### src/rtl/uart_rx_if.sv
// Host-side bundle for uart_rx: serial line and frame format in, recovered
// byte and per-frame status pulses out.
interface uart_rx_if;
   logic       DATA_IN_Rx;
   logic       UART_BITS;
   logic       UART_PARITY;
   logic [7:0] DATA_OUT_Rx;
   logic       IRQ_Rx;
   logic       FRAME_ERR;
   logic       PARITY_ERR;

   modport master (
      output DATA_IN_Rx, UART_BITS, UART_PARITY,
      input  DATA_OUT_Rx, IRQ_Rx, FRAME_ERR, PARITY_ERR
   );

   modport slave (
      input  DATA_IN_Rx, UART_BITS, UART_PARITY,
      output DATA_OUT_Rx, IRQ_Rx, FRAME_ERR, PARITY_ERR
   );
endinterface

### src/rtl/uart_rx.sv
// Serial receiver: start, 7/8 data bits LSB first, optional parity slot, stop.
// Define UART_RX_PARITY_CHECK_EN to check even parity; otherwise the slot is discarded.
module uart_rx #(
   parameter int unsigned CLKS_PER_BIT = 1,
   parameter int unsigned SYNC_STAGES  = 2
) (
   input  logic     clk,
   input  logic     RST,
   uart_rx_if.slave bus
);

   localparam int unsigned MidOff = (CLKS_PER_BIT - 1) / 2;
   localparam int unsigned TickW  = (CLKS_PER_BIT > 1) ? $clog2(CLKS_PER_BIT) : 1;
   localparam logic [TickW-1:0] TickBit   = TickW'(CLKS_PER_BIT - 1);
   localparam logic [TickW-1:0] TickStart = (MidOff > 0) ? TickW'(MidOff - 1) : '0;

   typedef enum logic [2:0] {StIdle, StStart, StData, StParity, StStop, StBreak} state_e;

   state_e                 state_q;
   logic [SYNC_STAGES-1:0] sync_q;
   logic [TickW-1:0]       tick_q;
   logic [2:0]             bit_cnt_q;
   logic [7:0]             shift_q;
   logic                   eight_q;
   logic                   par_en_q;
   logic [7:0]             data_q;
   logic                   irq_q;
   logic                   ferr_q;
   logic                   rx_s;
   logic [2:0]             last_bit;

   assign rx_s     = sync_q[SYNC_STAGES-1];
   assign last_bit = eight_q ? 3'd7 : 3'd6;

`ifdef UART_RX_PARITY_CHECK_EN
   logic rx_par_q;
   logic perr_q;

   always_ff @(posedge clk or negedge RST) begin
      if (!RST) begin
         rx_par_q <= 1'b0;
         perr_q   <= 1'b0;
      end else begin
         perr_q <= 1'b0;
         if (state_q == StParity && tick_q == '0) rx_par_q <= rx_s;
         // Error rides alongside the good-frame IRQ; byte is still accepted.
         if (state_q == StStop && tick_q == '0 && rx_s && par_en_q) begin
            perr_q <= rx_par_q != (^shift_q);
         end
      end
   end

   assign bus.PARITY_ERR = perr_q;
`else
   assign bus.PARITY_ERR = 1'b0;
`endif

   always_ff @(posedge clk or negedge RST) begin
      if (!RST) begin
         state_q   <= StIdle;
         sync_q    <= '1;
         tick_q    <= '0;
         bit_cnt_q <= '0;
         shift_q   <= '0;
         eight_q   <= 1'b0;
         par_en_q  <= 1'b0;
         data_q    <= '0;
         irq_q     <= 1'b0;
         ferr_q    <= 1'b0;
      end else begin
         sync_q <= {sync_q[SYNC_STAGES-2:0], bus.DATA_IN_Rx};
         irq_q  <= 1'b0;
         ferr_q <= 1'b0;
         case (state_q)
            StIdle: begin
               if (!rx_s) begin
                  eight_q   <= bus.UART_BITS;
                  par_en_q  <= bus.UART_PARITY;
                  shift_q   <= '0;
                  bit_cnt_q <= '0;
                  // With a zero mid-bit offset the detecting cycle is the start sample.
                  if (MidOff == 0) begin
                     state_q <= StData;
                     tick_q  <= TickBit;
                  end else begin
                     state_q <= StStart;
                     tick_q  <= TickStart;
                  end
               end
            end
            StStart: begin
               if (tick_q != '0) begin
                  tick_q <= tick_q - 1'b1;
               end else if (rx_s) begin
                  state_q <= StIdle;
               end else begin
                  state_q <= StData;
                  tick_q  <= TickBit;
               end
            end
            StData: begin
               if (tick_q != '0) begin
                  tick_q <= tick_q - 1'b1;
               end else begin
                  shift_q[bit_cnt_q] <= rx_s;
                  tick_q             <= TickBit;
                  if (bit_cnt_q == last_bit) begin
                     state_q <= par_en_q ? StParity : StStop;
                  end else begin
                     bit_cnt_q <= bit_cnt_q + 3'd1;
                  end
               end
            end
            StParity: begin
               if (tick_q != '0) begin
                  tick_q <= tick_q - 1'b1;
               end else begin
                  state_q <= StStop;
                  tick_q  <= TickBit;
               end
            end
            StStop: begin
               if (tick_q != '0) begin
                  tick_q <= tick_q - 1'b1;
               end else if (rx_s) begin
                  data_q  <= shift_q;
                  irq_q   <= 1'b1;
                  state_q <= StIdle;
               end else begin
                  ferr_q  <= 1'b1;
                  state_q <= StBreak;
               end
            end
            StBreak: begin
               // Hold off until the line idles so a stuck-low line cannot retrigger.
               if (rx_s) state_q <= StIdle;
            end
            default: state_q <= StIdle;
         endcase
      end
   end

   assign bus.DATA_OUT_Rx = data_q;
   assign bus.IRQ_Rx      = irq_q;
   assign bus.FRAME_ERR   = ferr_q;

endmodule

### src/flat_wrapper.sv
// flat-port wrapper written by rule: the top's interface ports become plain ports
module uart_rx_flat 
#(
   parameter int unsigned CLKS_PER_BIT = 1,
   parameter int unsigned SYNC_STAGES  = 2
)
  (clk, RST, bus_DATA_IN_Rx, bus_UART_BITS, bus_UART_PARITY, bus_DATA_OUT_Rx, bus_IRQ_Rx, bus_FRAME_ERR, bus_PARITY_ERR);
  uart_rx_if bus_i ();
  input  logic clk;
  input  logic RST;
  input wire logic [$bits(bus_i.DATA_IN_Rx)-1:0] bus_DATA_IN_Rx;
  input wire logic [$bits(bus_i.UART_BITS)-1:0] bus_UART_BITS;
  input wire logic [$bits(bus_i.UART_PARITY)-1:0] bus_UART_PARITY;
  output wire logic [$bits(bus_i.DATA_OUT_Rx)-1:0] bus_DATA_OUT_Rx;
  output wire logic [$bits(bus_i.IRQ_Rx)-1:0] bus_IRQ_Rx;
  output wire logic [$bits(bus_i.FRAME_ERR)-1:0] bus_FRAME_ERR;
  output wire logic [$bits(bus_i.PARITY_ERR)-1:0] bus_PARITY_ERR;
  assign bus_i.DATA_IN_Rx = bus_DATA_IN_Rx;
  assign bus_i.UART_BITS = bus_UART_BITS;
  assign bus_i.UART_PARITY = bus_UART_PARITY;
  assign bus_DATA_OUT_Rx = bus_i.DATA_OUT_Rx;
  assign bus_IRQ_Rx = bus_i.IRQ_Rx;
  assign bus_FRAME_ERR = bus_i.FRAME_ERR;
  assign bus_PARITY_ERR = bus_i.PARITY_ERR;
  uart_rx #(.CLKS_PER_BIT(CLKS_PER_BIT), .SYNC_STAGES(SYNC_STAGES)) u_core (.clk(clk), .RST(RST), .bus(bus_i));
endmodule
### config.mk
export PLATFORM = sky130hd
export DESIGN_NAME = uart_rx_flat
export DESIGN_NICKNAME = d
export VERILOG_FILES = /design/src/rtl/uart_rx_if.sv /design/src/rtl/uart_rx.sv /design/src/flat_wrapper.sv
export SDC_FILE = /design/constraint.sdc
export NUM_CORES = 1
export LEC_CHECK = 0
export ABC_AREA = 0
export CAP_MARGIN = 20
export CORE_ASPECT_RATIO = 1.2
export CORE_MARGIN = 2
export CORE_UTILIZATION = 52
export DETAILED_ROUTE_END_ITERATION = 16
export DONT_BUFFER_PORTS = 1
export GPL_ROUTABILITY_DRIVEN = 0
export GPL_TIMING_DRIVEN = 0
export PLACE_DENSITY = 0.67
export SLEW_MARGIN = 30
export SYNTH_ARGS = -nofsm -noshare
export SYNTH_HDL_FRONTEND = slang
export SYNTH_SLANG_ARGS = --single-unit
### constraint.sdc
create_clock -name clk -period 4.3 [get_ports clk]
set_clock_uncertainty 0.05 [all_clocks]
set_input_delay 0.43 -clock clk [delete_from_list [all_inputs] [get_ports clk]]
set_output_delay 0.43 -clock clk [all_outputs]
set_load 0.005 [all_outputs]
# Word level (Yosys, flattened, before mapping)

Cells that the tools add are included.

Logic and storage cells: 72
Output and inout port bits: 11
Register bits after elaboration: 29

$add $sub $neg: 2
Mux-type cells: 31
Bitwise operators: 2
Reduce and logical (&&, ||, !) cells: 11
Order comparisons: 2
Equality and inequality tests: 14

Operators by type and width:

| cell                                                               | count |
|---|---|
| two-way mux 3 bit                                                  | 12 |
| one-hot mux 3 bit (6 select lines)                                 | 1 |
| two-way mux 8 bit                                                  | 2 |
| one-hot mux 8 bit (2 select lines)                                 | 1 |
| inequality test 2 bit (second input constant)                      | 6 |
| two-way mux 1 bit                                                  | 10 |
| bitwise mux 8 bit                                                  | 1 |
| AND reduction 7 bit                                                | 1 |
| == test 3 x 2 -> 1 bit (second input constant)                     | 2 |
| == test 3 bit (second input constant)                              | 2 |
| one-hot mux 3 bit (2 select lines)                                 | 1 |
| AND reduction 3 bit                                                | 2 |
| < comparator 3 x 4 -> 1 bit (second input constant)                | 1 |
| inequality test 2 x 1 -> 1 bit (second input constant)             | 2 |
| AND reduction 2 bit                                                | 2 |
| AND reduction 4 bit                                                | 1 |
| nonzero test 2 bit                                                 | 2 |
| OR reduction 4 bit                                                 | 1 |
| adder 3 x 1 -> 3 bit (second input constant)                       | 1 |
| demux 1 bit (select 3 bit)                                         | 1 |
| == test 3 x 1 -> 1 bit (second input constant)                     | 1 |
| == test 3 bit                                                      | 1 |
| greater-or-equal comparator 3 x 1 -> 1 bit (second input constant) | 1 |
| zero test 3 bit                                                    | 1 |
| other kinds (5)                                                    | 6 |

# Longest topological paths before layout

Gate-level depths: netlist (run 1).

Depth in word-level cells: 7
Depth in mapped cells: 5

# Worst setup path before layout (run 1)

No wires, ideal clock.

Path kind: register to register
Start: reg u_core.sync_q[1]
End: reg u_core.data_q[0], in the netlist u_core.bus.DATA_OUT_Rx[0]
Buffers on the path: 1
Library setup time: 125 ps
Stages on the path, launching flop included: 5
Setup slack: 2,834 ps
Arrival: 1,290 ps
Path through: dfstp_2 > and2b_1 > and3b_1 > buf_6 > mux2_4

Word-level cells in the longest chain between the ends: 1

Ends and longest elaborated chain:

| item                                 | line           | text |
|---|---|---|
| start: declaration                   | uart_rx.sv:20  | `logic [SYNC_STAGES-1:0] sync_q;` |
| start signal: assignment             | uart_rx.sv:71  | `sync_q <= {sync_q[SYNC_STAGES-2:0], bus.DATA_IN_Rx};` |
| AND reduction 3 bit (no source line) | -              |  |
| end signal: assignment               | uart_rx.sv:126 | `data_q <= shift_q;` |
| end: declaration                     | uart_rx.sv:26  | `logic [7:0] data_q;` |

Every way passes these cells.
A chain may end at the register's enable or synchronous reset.

# Worst setup path in the final report (run 1)

Start: reg u_core.sync_q[1]
End: reg u_core.data_q[6], in the netlist u_core.bus.DATA_OUT_Rx[6]

The elaborated chain is that of the path after synthesis.

==> reports/metrics.yaml, run 1 <==
global_routing:
  grt_use_met2_pct: 30.5
  grt_use_total_pct: 17.7
  grt_max_degree: 29
  gr-usage-met1_pct: 22.5
  grt_pass1_wl_um: 4040
  grt_pass1_vias: 902
  busiest_layer: "met2"
  overflow: 0
  grt_antenna_before_repair: 0
  global_route.usage.met3_pct: 2.50
synthesis:
  synth_cells: 118
  synth_nets: 124
  synth-async-reset-ratio_pct: 100
  synth-seq-cells: 28
  yosys.cell_types.count: 40
  yosysSeqAreaShare_pct: 51.9
  synthFlopType: "dfrtp_1"
  avgSynthCellArea_um2: 11.5
  syn_area_um2: 1350
  yosys_warnings: 0
  synth-edff-count: 0
cells_and_area:
  final_common_cell: "dfrtp_1"
  final_cell_mix: "26 x dfrtp_1, 13 x nand2_1, 13 x o21ai_0"
  drive_gt1_share_pct: 22.6
  n_antenna_cell: 0
  area_delta_synth_final_pct: 7.21
  num-nets-final: 131
  finalNonFillerCells: 157
cts:
  post-cts-setup-buffers: 0
  cts_root_buf: "clkbuf_4"
  clock_sinks: 28
  cts_buffers: 3
  worstSkewPairLatency_ns: 0.33
  cts_tree: "done"
  clock_path_buffers: 2
  clkSlewWorstSetupHoldPaths_ns: 0.13
  h-tree-depth: 1
detailed_routing:
  drc: 0
  routed_wl_um: 2310
  dr.pass1.iters: 4
  routed-via-count: 881
  drtIter0Drc: 23
  vias_per_cell: 5.61
  ant_nets: 0
  wire_per_inst_um: 14.7
pwr:
  ir_drop_uv: 404
  p_leak_nw: 0.653
  power_density_nw_per_um2: 651
floorplan:
  num_rows: 20
  die-width_um: 50.6
  start_util_pct: 54.1
  die_area_um2: 3030
  core_area_um2: 2500
  num_io_pins: 16
  die_y_um: 59.9
worst_setup_path:
  reg2reg_depth: 4
  reg2reg_slack_ns: 2.73
  startpoint_type: "flop"
  rr_startpoint: "u_core.sync_q[1]$_DFF_PN1_"
  worstPathMaxFanout: 9
  end_kind: "flop"
  timing.rr.end: "u_core.bus.DATA_OUT_Rx[6]$_DFFE_PN0P_"
  required_ns: 4.47
  criticalPathCategory: "reg -> reg"
  cp.arrival_ns: 1.74
sta:
  grt_setup_unrepaired: "no"
  fin_tns_setup_ns: 0
  whs_ns: 0.0394
  setup_viol: 0
  hold_viol: 0
  worst_pin_slew_ns: 0.593
  post-route-period-util_pct: 36.4
  finalCriticalPeriod_ns: 1.57
  final_max_slew_viol_count: 0
  max_freq_mhz: 638
  slew_headroom_pct: 60.3
worst_hold_path:
  hold_path.class: "in -> reg"
  min_to: "u_core.sync_q[0]$_DFF_PN1_"
  hold_path.startpoint: "bus_DATA_IN_Rx"
  holdPathStages: 0
outcome:
  status: "finished, final reports clean"
placement:
  io_buffers: 0
  dp_hpwl_um: 1570
  dp_cells: 151
flow_run:
  cap_violations: 0
==> repair_timing <==
action,4_1_cts,5_1_grt
resized for setup,0,0
hold endpoints to repair,28,0
hold buffers,2,0
==> routing by layer <==
metal  vias up  routed length (um)
met5         -                   0
met4         0                  29
met3         4                  78
met2        24                1160
met1       428                1040
li1        425                   -
==> metrics by stage <==
stage / util, % / cell area [um2] / power [mW] / setup WS [ns]
final: 58.0 / 1450 / 0.945 / 2.73
after global routing: 58.0 / 1450 / 1.02 / 2.63
after CTS: 58.0 / 1450 / 0.954 / 2.72
after detailed placement: 55.8 / 1400 / 0.834 / 2.73
after global placement: 55.8 / 1400 / 0.816 / 2.75
after floorplan: - / 1350 / 0.750 / 2.83
==> state kept, by name, summed over array words and instances (netlist names) <==
signal	flops
u_core.bus.DATA_OUT_Rx	8
u_core.bit_cnt_q	3
u_core.shift_q	8
u_core.bus.FRAME_ERR	1
u_core.state_q	3
u_core.sync_q	2
u_core.bus.IRQ_Rx	1
u_core.eight_q	1
u_core.par_en_q	1
==> kinds of logic after synthesis <==
group / share of synthesized area, %
and+or+nand+nor: 15.1
DFF: 51.9
AOI/OAI and AO/OA: 10.5
muxes: 14.9
buffers and inverters: 5.73
adders and majority gates: 0.924
other: 0.277
xor gates and xnor gates: 0.647
==> worst max path at each step <==
stage / slack (ns) / startpoint / end / depth (start not counted)
after detailed placement: 2.73 / u_core.sync_q[1]$_DFF_PN1_ / u_core.bus.DATA_OUT_Rx[0]$_DFFE_PN0P_ / 4
after floorplan: 2.83 / u_core.sync_q[1]$_DFF_PN1_ / u_core.bus.DATA_OUT_Rx[0]$_DFFE_PN0P_ / 4
after global routing: 2.63 / u_core.sync_q[1]$_DFF_PN1_ / u_core.shift_q[1]$_DFFE_PN0P_ / 3
final: 2.73 / u_core.sync_q[1]$_DFF_PN1_ / u_core.bus.DATA_OUT_Rx[6]$_DFFE_PN0P_ / 4
after CTS: 2.72 / u_core.sync_q[1]$_DFF_PN1_ / u_core.bus.DATA_OUT_Rx[6]$_DFFE_PN0P_ / 4
after global placement: 2.75 / u_core.sync_q[1]$_DFF_PN1_ / u_core.bus.DATA_OUT_Rx[1]$_DFFE_PN0P_ / 4
==> cell usage after synthesis (all sizes together) (2+ instances only) <==
master   n  share of area [%]
o21ai   13                4.8
mux2     9                9.7
inv      3               0.83
dfstp    2                3.9
buf      9                4.6
a21oi    2               0.74
nand2   13                3.6
nor3b    4                2.6
nand3    2               0.74
dfrtp   26                 48
nand3b   2                1.1
nor2     2               0.55
nor3     2               0.74
mux2i    7                5.2
==> cell type report <==
class                      instances  area, um2
buffer                            10       66.3
clock buffer                       4       26.3
fill                             226       1050
inverter                           3       11.3
multi-input combinational         77        573
sequential                        28        703
tap                               33       41.3
timing repair buffer               2       30.0
==> where the power goes <==
| part | switching (mW) | leakage [nW] | internal, mW | total, mW |
|---|---|---|---|---|
| sequential | 0.0729 | 0.345 | 0.366 | 0.439 |
| clock | 0.0725 | 0.0150 | 0.0364 | 0.109 |
| combinational | 0.207 | 0.292 | 0.190 | 0.398 |
==> worst max-delay path, cell delays in order (launching register included) <==
cell and delay (ns):
dfstp_2 0.59, and2b_1 0.17, and3b_1 0.18, buf_6 0.17, mux2_4 0.31
Power figures use the tool's default switching activity.
==> run 2, diff against run 1 <==
PLACE_DENSITY = 0.7   (was 0.67)
clock period = 1.3 ns   (was 4.3 ns; I/O delays follow)
==> run 2 against run 1 <==
Against the previous run:
- the flow now finishes with violations (setup timing)
- largest power group is now combinational cells
- worst hold slack improved by 0.11 ns
- total power increased to 4.1 times the previous value
- sequential share of layout area decreased by 8.1 points
- largest cell class unchanged
- fmax increased by 3.7%
- combinational power increased to 4.9 times the previous value
- final cell count increased by 12%
- final area increased by 20%
==> reports/metrics.yaml, run 2 (synthesized netlist as in run 1, its figures left out) <==
outcome:
  status: "finished, violations left"
  violations: "setup timing"
cts:
  clkSlewWorstSetupHoldPaths_ns: 0.15
  clock_path_buffers: 2
  worstSkewPairLatency_ns: 0.34
  h-tree-depth: 1
  cts_buffers: 3
  clock_sinks: 28
  cts_root_buf: "clkbuf_4"
  cts_tree: "done"
sta:
  worst_slack_ns: -0.211
  whs_ns: 0.146
  grt_setup_unrepaired: "yes"
  max_freq_mhz: 662
  hold_viol: 0
  post-route-period-util_pct: 116
  finalCriticalPeriod_ns: 1.51
  final_max_slew_viol_count: 0
  setup_viol: 21
worst_setup_path:
  cp_top_family: "flip-flops"
  required_ns: 1.49
  cp_cell_sequence: "and2b_1 -> and3b_2 -> buf_6 -> mux2_4"
  reg2reg_slack_ns: -0.21
  cp.depth: 4
  startpoint_type: "flop"
  timing.rr.end: "u_core.bus.DATA_OUT_Rx[5]$_DFFE_PN0P_"
  end_kind: "flop"
  reg2reg_depth: 4
  crit_end: "u_core.bus.DATA_OUT_Rx[5]$_DFFE_PN0P_"
  crit_path_top_delay_cell: "dfstp_2"
  critPathMaxStageDelay_ns: 0.56
  critPathLaunch: "u_core.sync_q[1]$_DFF_PN1_"
  criticalPathCategory: "reg -> reg"
  critPathBufInv: 1
  cp.arrival_ns: 1.70
  worstPathMaxFanout: 5
  rr_startpoint: "u_core.sync_q[1]$_DFF_PN1_"
pwr:
  p_int_mw: 2.41
  p_leak_nw: 0.789
  power_density_nw_per_um2: 2220
  clkPwrFrac_pct: 11.2
  switchingPower_mw: 1.45
  p_seq_share_pct: 38.4
  switching_share_pct: 37.5
  pwr-share-comb_pct: 50.4
  ir_drop_uv: 1130
  finalPower_mw: 3.86
cells_and_area:
  final_common_cell: "dfrtp_1"
  final_cell_mix: "26 x dfrtp_1, 15 x buf_4, 12 x nand2_1"
  n_antenna_cell: 0
  fillers: 186
  final_cell_area_um2: 1740
  area_delta_synth_final_pct: 28.7
  num-nets-final: 150
  drive_gt1_share_pct: 41.3
  fin_util_pct: 69.6
detailed_routing:
  routed_wl_um: 2860
  dr.pass1.iters: 4
  drtIter0Drc: 24
  vias_per_cell: 5.74
  ant_nets: 0
  drc: 0
  wire_per_inst_um: 16.3
  routed-via-count: 1011
floorplan:
  die_y_um: 59.9
  start_util_pct: 54.1
  core_area_um2: 2500
  die-width_um: 50.6
  die_area_um2: 3030
  num_rows: 20
  num_io_pins: 16
flow_run:
  cap_violations: 0
global_routing:
  grt_pass1_vias: 1064
  overflow: 0
  grt_antenna_before_repair: 0
  grt_pass1_wl_um: 4970
  grt_max_degree: 29
  grt_use_total_pct: 22.2
placement:
  dpl_cell_area_um2: 1410
  dp_hpwl_um: 1720
  io_buffers: 0
  place_ws_ns: -0.296
worst_hold_path:
  hold_path.class: "in -> async"
[run 2: cell types whose count changed in the layout (fill, tap and decap cells not counted), sizes merged]
cell	delta
dlygate4sd3	+3
clkinvlp	+1
buf	+15
inv	-1
clkbuf	+1
[run 2: how the worst min path moves through the flow]
stage	endpoint	slack, ns	cells after the start
after floorplan	u_core.bit_cnt_q[0]$_DFFE_PN0P_	-0.22	0
final	u_core.bus.IRQ_Rx$_DFF_PN0_	0.15	2
after global placement	u_core.bus.DATA_OUT_Rx[0]$_DFFE_PN0P_	-0.22	0
after global routing	u_core.shift_q[4]$_DFFE_PN0P_	0.16	2
after detailed placement	u_core.bus.DATA_OUT_Rx[0]$_DFFE_PN0P_	-0.22	0
after CTS	u_core.shift_q[3]$_DFFE_PN0P_	0.16	2
[run 2: final cells by class]
type | instances | area (um2) | share of cell area, %
Inverter | 3 | 15.0 | 0.862
Sequential cell | 28 | 703 | 40.4
Timing Repair Buffer | 21 | 200 | 11.5
Clock buffer | 4 | 36.3 | 2.08
Tap cell | 33 | 41.3 | 2.37
Multi-Input combinational cell | 77 | 657 | 37.7
Buffer | 10 | 88.8 | 5.10
[run 2: power by group through the flow]
stage	clock network (mW)	logic (mW)	registers [mW]
6_report	0.434	1.95	1.48
3_3_place_gp	0	1.27	1.46
3_5_place_dp	0	1.33	1.49
4_1_cts	0.435	1.80	1.46
2_1_floorplan	0	1.10	1.41
5_1_grt	0.473	2.15	1.53
[run 2: per-stage QoR]
stage	setup TNS (ns)	cells
2_1_floorplan	-1.39	118
3_3_place_gp	-3.67	151
3_5_place_dp	-4.49	151
4_1_cts	-2.37	175
5_1_grt	-3.80	176
6_report	-2.72	176
[run 2: what timing repair did]
item,4_1_cts,5_1_grt
gates resized for setup,27,10
pin swaps,5,3
hold buffers,5,0
cloned,1,0
setup endpoints to repair,23,24
hold endpoints to repair,31,0
setup buffers,14,1
[run 2: layer usage]
| layer | wire [um] | GRT usage [%] | vias to the layer above |
|---|---|---|---|
| li1 | - | - | 463 |
| met1 | 1140 | 26.3 | 521 |
| met2 | 1580 | 40.6 | 20 |
| met3 | 88 | 3.00 | 7 |
| met4 | 52 | 9.27 | 0 |
| met5 | 0 | 0 | - |
==> run 3, diff against run 2 <==
CELL_PAD_IN_SITES_DETAIL_PLACEMENT = 0   (was not set)
CELL_PAD_IN_SITES_GLOBAL_PLACEMENT = 1   (was not set)
CORE_UTILIZATION = 44   (was 52)
CTS_CLUSTER_SIZE = 25   (was not set)
PLACE_DENSITY = not set   (was 0.7)
PLACE_DENSITY_LB_ADDON = 0.1   (was not set)
==> run 3 against run 2 <==
Against the previous run:
- the run still ends with setup timing left
- sequential power about the same
- wire length down 0.24%
- non-clock buffer count up 3
- worst setup slack worse by 0.011 ns
- final cell count up 3.4%
- clock-buffer cell count down 1
- fmax down 0.73%
- largest power group unchanged
- combinational power up 4%
- core utilization down 9.8 points
==> reports/metrics.yaml, run 3 (synthesized netlist as in run 1, its figures left out) <==
outcome:
  status: "finished, violations left"
  violations: "setup timing"
detailed_routing:
  m1WireLength_um: 1290
  drtIter0Drc: 19
  wl_met2_um: 1450
  wire_per_inst_um: 15.7
  dr_wl_met3_um: 51
  routed_wl_um: 2850
  vias_per_cell: 5.42
  highest_layer: "met4"
  drc: 0
  routed-via-count: 987
  dr.pass1.iters: 4
  ant_nets: 0
global_routing:
  grt_antenna_before_repair: 0
  grt_pass1_vias: 997
  grt_use_total_pct: 18.4
  grt_max_degree: 29
  grt_pass1_wl_um: 4770
  overflow: 0
cells_and_area:
  area_delta_synth_final_pct: 32.5
  num-nets-final: 153
  final_cell_mix: "26 x dfrtp_1, 19 x buf_4, 12 x nand2_1"
  n_antenna_cell: 0
  fin_util_pct: 59.8
  final_common_cell: "dfrtp_1"
  drive_gt1_share_pct: 44.5
  finalNonFillerCells: 182
sta:
  worst_slack_ns: -0.222
  setup_viol: 20
  finalCriticalPeriod_ns: 1.52
  grt_setup_unrepaired: "yes"
  max_freq_mhz: 657
  post-route-period-util_pct: 117
  fin_tns_setup_ns: -2.72
  final_max_slew_viol_count: 0
  hold_viol: 0
placement:
  dp_cells: 154
  io_buffers: 0
  dp_hpwl_um: 1650
  place_ws_ns: -0.266
cts:
  cts_root_buf: "clkbuf_4"
  cts_tree: "done"
  clock_path_buffers: 2
  worstSkewPairLatency_ns: 0.33
  cts_buffers: 3
  clkSlewWorstSetupHoldPaths_ns: 0.16
  clock_sinks: 28
  h-tree-depth: 1
floorplan:
  num_rows: 22
  die-width_um: 54.6
  num_io_pins: 16
  start_util_pct: 45.1
  die_area_um2: 3540
  core_area_um2: 3000
  die_y_um: 64.8
flow_run:
  cap_violations: 0
worst_setup_path:
  worstPathMaxFanout: 5
  end_kind: "flop"
  required_ns: 1.48
  startpoint_type: "flop"
  cp.arrival_ns: 1.70
  criticalPathCategory: "reg -> reg"
pwr:
  power_density_nw_per_um2: 2280
  finalPower_mw: 4.09
  ir_drop_uv: 1060
  p_leak_nw: 0.809
worst_hold_path:
  hold_path.class: "in -> async"
## run 3: metrics by stage
step                instance area (um2)  hold slack [ns]
global placement                   1410           -0.215
floorplan                          1370           -0.216
detailed placement                 1410           -0.215
finish                             1790            0.154
CTS                                1710            0.151
global route                       1790            0.149
## run 3: cell type report
| cell class | count | area (um2) |
|---|---|---|
| clock inverter | 1 | 30.0 |
| multi-input combinational | 77 | 676 |
| inverter | 3 | 15.0 |
| fill | 239 | 1210 |
| sequential | 28 | 703 |
| tap | 36 | 45.0 |
| buffer | 10 | 88.8 |
| clock buffer | 3 | 22.5 |
| timing repair buffer | 24 | 214 |
## run 3: worst paths after layout
check	to	slack, ns	cells after the start	from
worst max-delay path	u_core.bus.DATA_OUT_Rx[7]$_DFFE_PN0P_	-0.22	4	u_core.sync_q[1]$_DFF_PN1_
worst min-delay path	u_core.bus.DATA_OUT_Rx[0]$_DFFE_PN0P_	0.15	2	RST
min in group clk	u_core.sync_q[0]$_DFF_PN1_	0.27	1	bus_DATA_IN_Rx
worst max register to register	u_core.bus.DATA_OUT_Rx[7]$_DFFE_PN0P_	-0.22	4	u_core.sync_q[1]$_DFF_PN1_
max in group asynchronous	u_core.sync_q[1]$_DFF_PN1_	0.81	2	RST
worst min register to register	u_core.sync_q[1]$_DFF_PN1_	0.32	0	u_core.sync_q[0]$_DFF_PN1_
## run 3: critical path, stage by stage (launching register included)
cell     delay, ns
dfstp_2       0.57
and2b_1       0.13
and3b_2       0.22
buf_6         0.15
mux2_4        0.30
## run 3: per-layer routing
metal	vias to the layer above	track usage, %
li1	469	-
met1	496	24.7
met2	16	28.4
met3	6	2.30
met4	0	8.75
met5	-	0
## run 3: power breakdown
| group | internal [mW] | switching (mW) | total [mW] |
|---|---|---|---|
| clock network | 0.312 | 0.262 | 0.574 |
| registers | 1.21 | 0.286 | 1.49 |
| logic | 1.08 | 0.939 | 2.02 |
## run 3: repair_timing
action	in CTS	in global routing
pin swaps	8	4
endpoints found under the setup margin	24	24
setup buffers	13	5
cloned	1	0
hold endpoints to repair	31	0
resized for setup	28	12
hold buffers	5	0
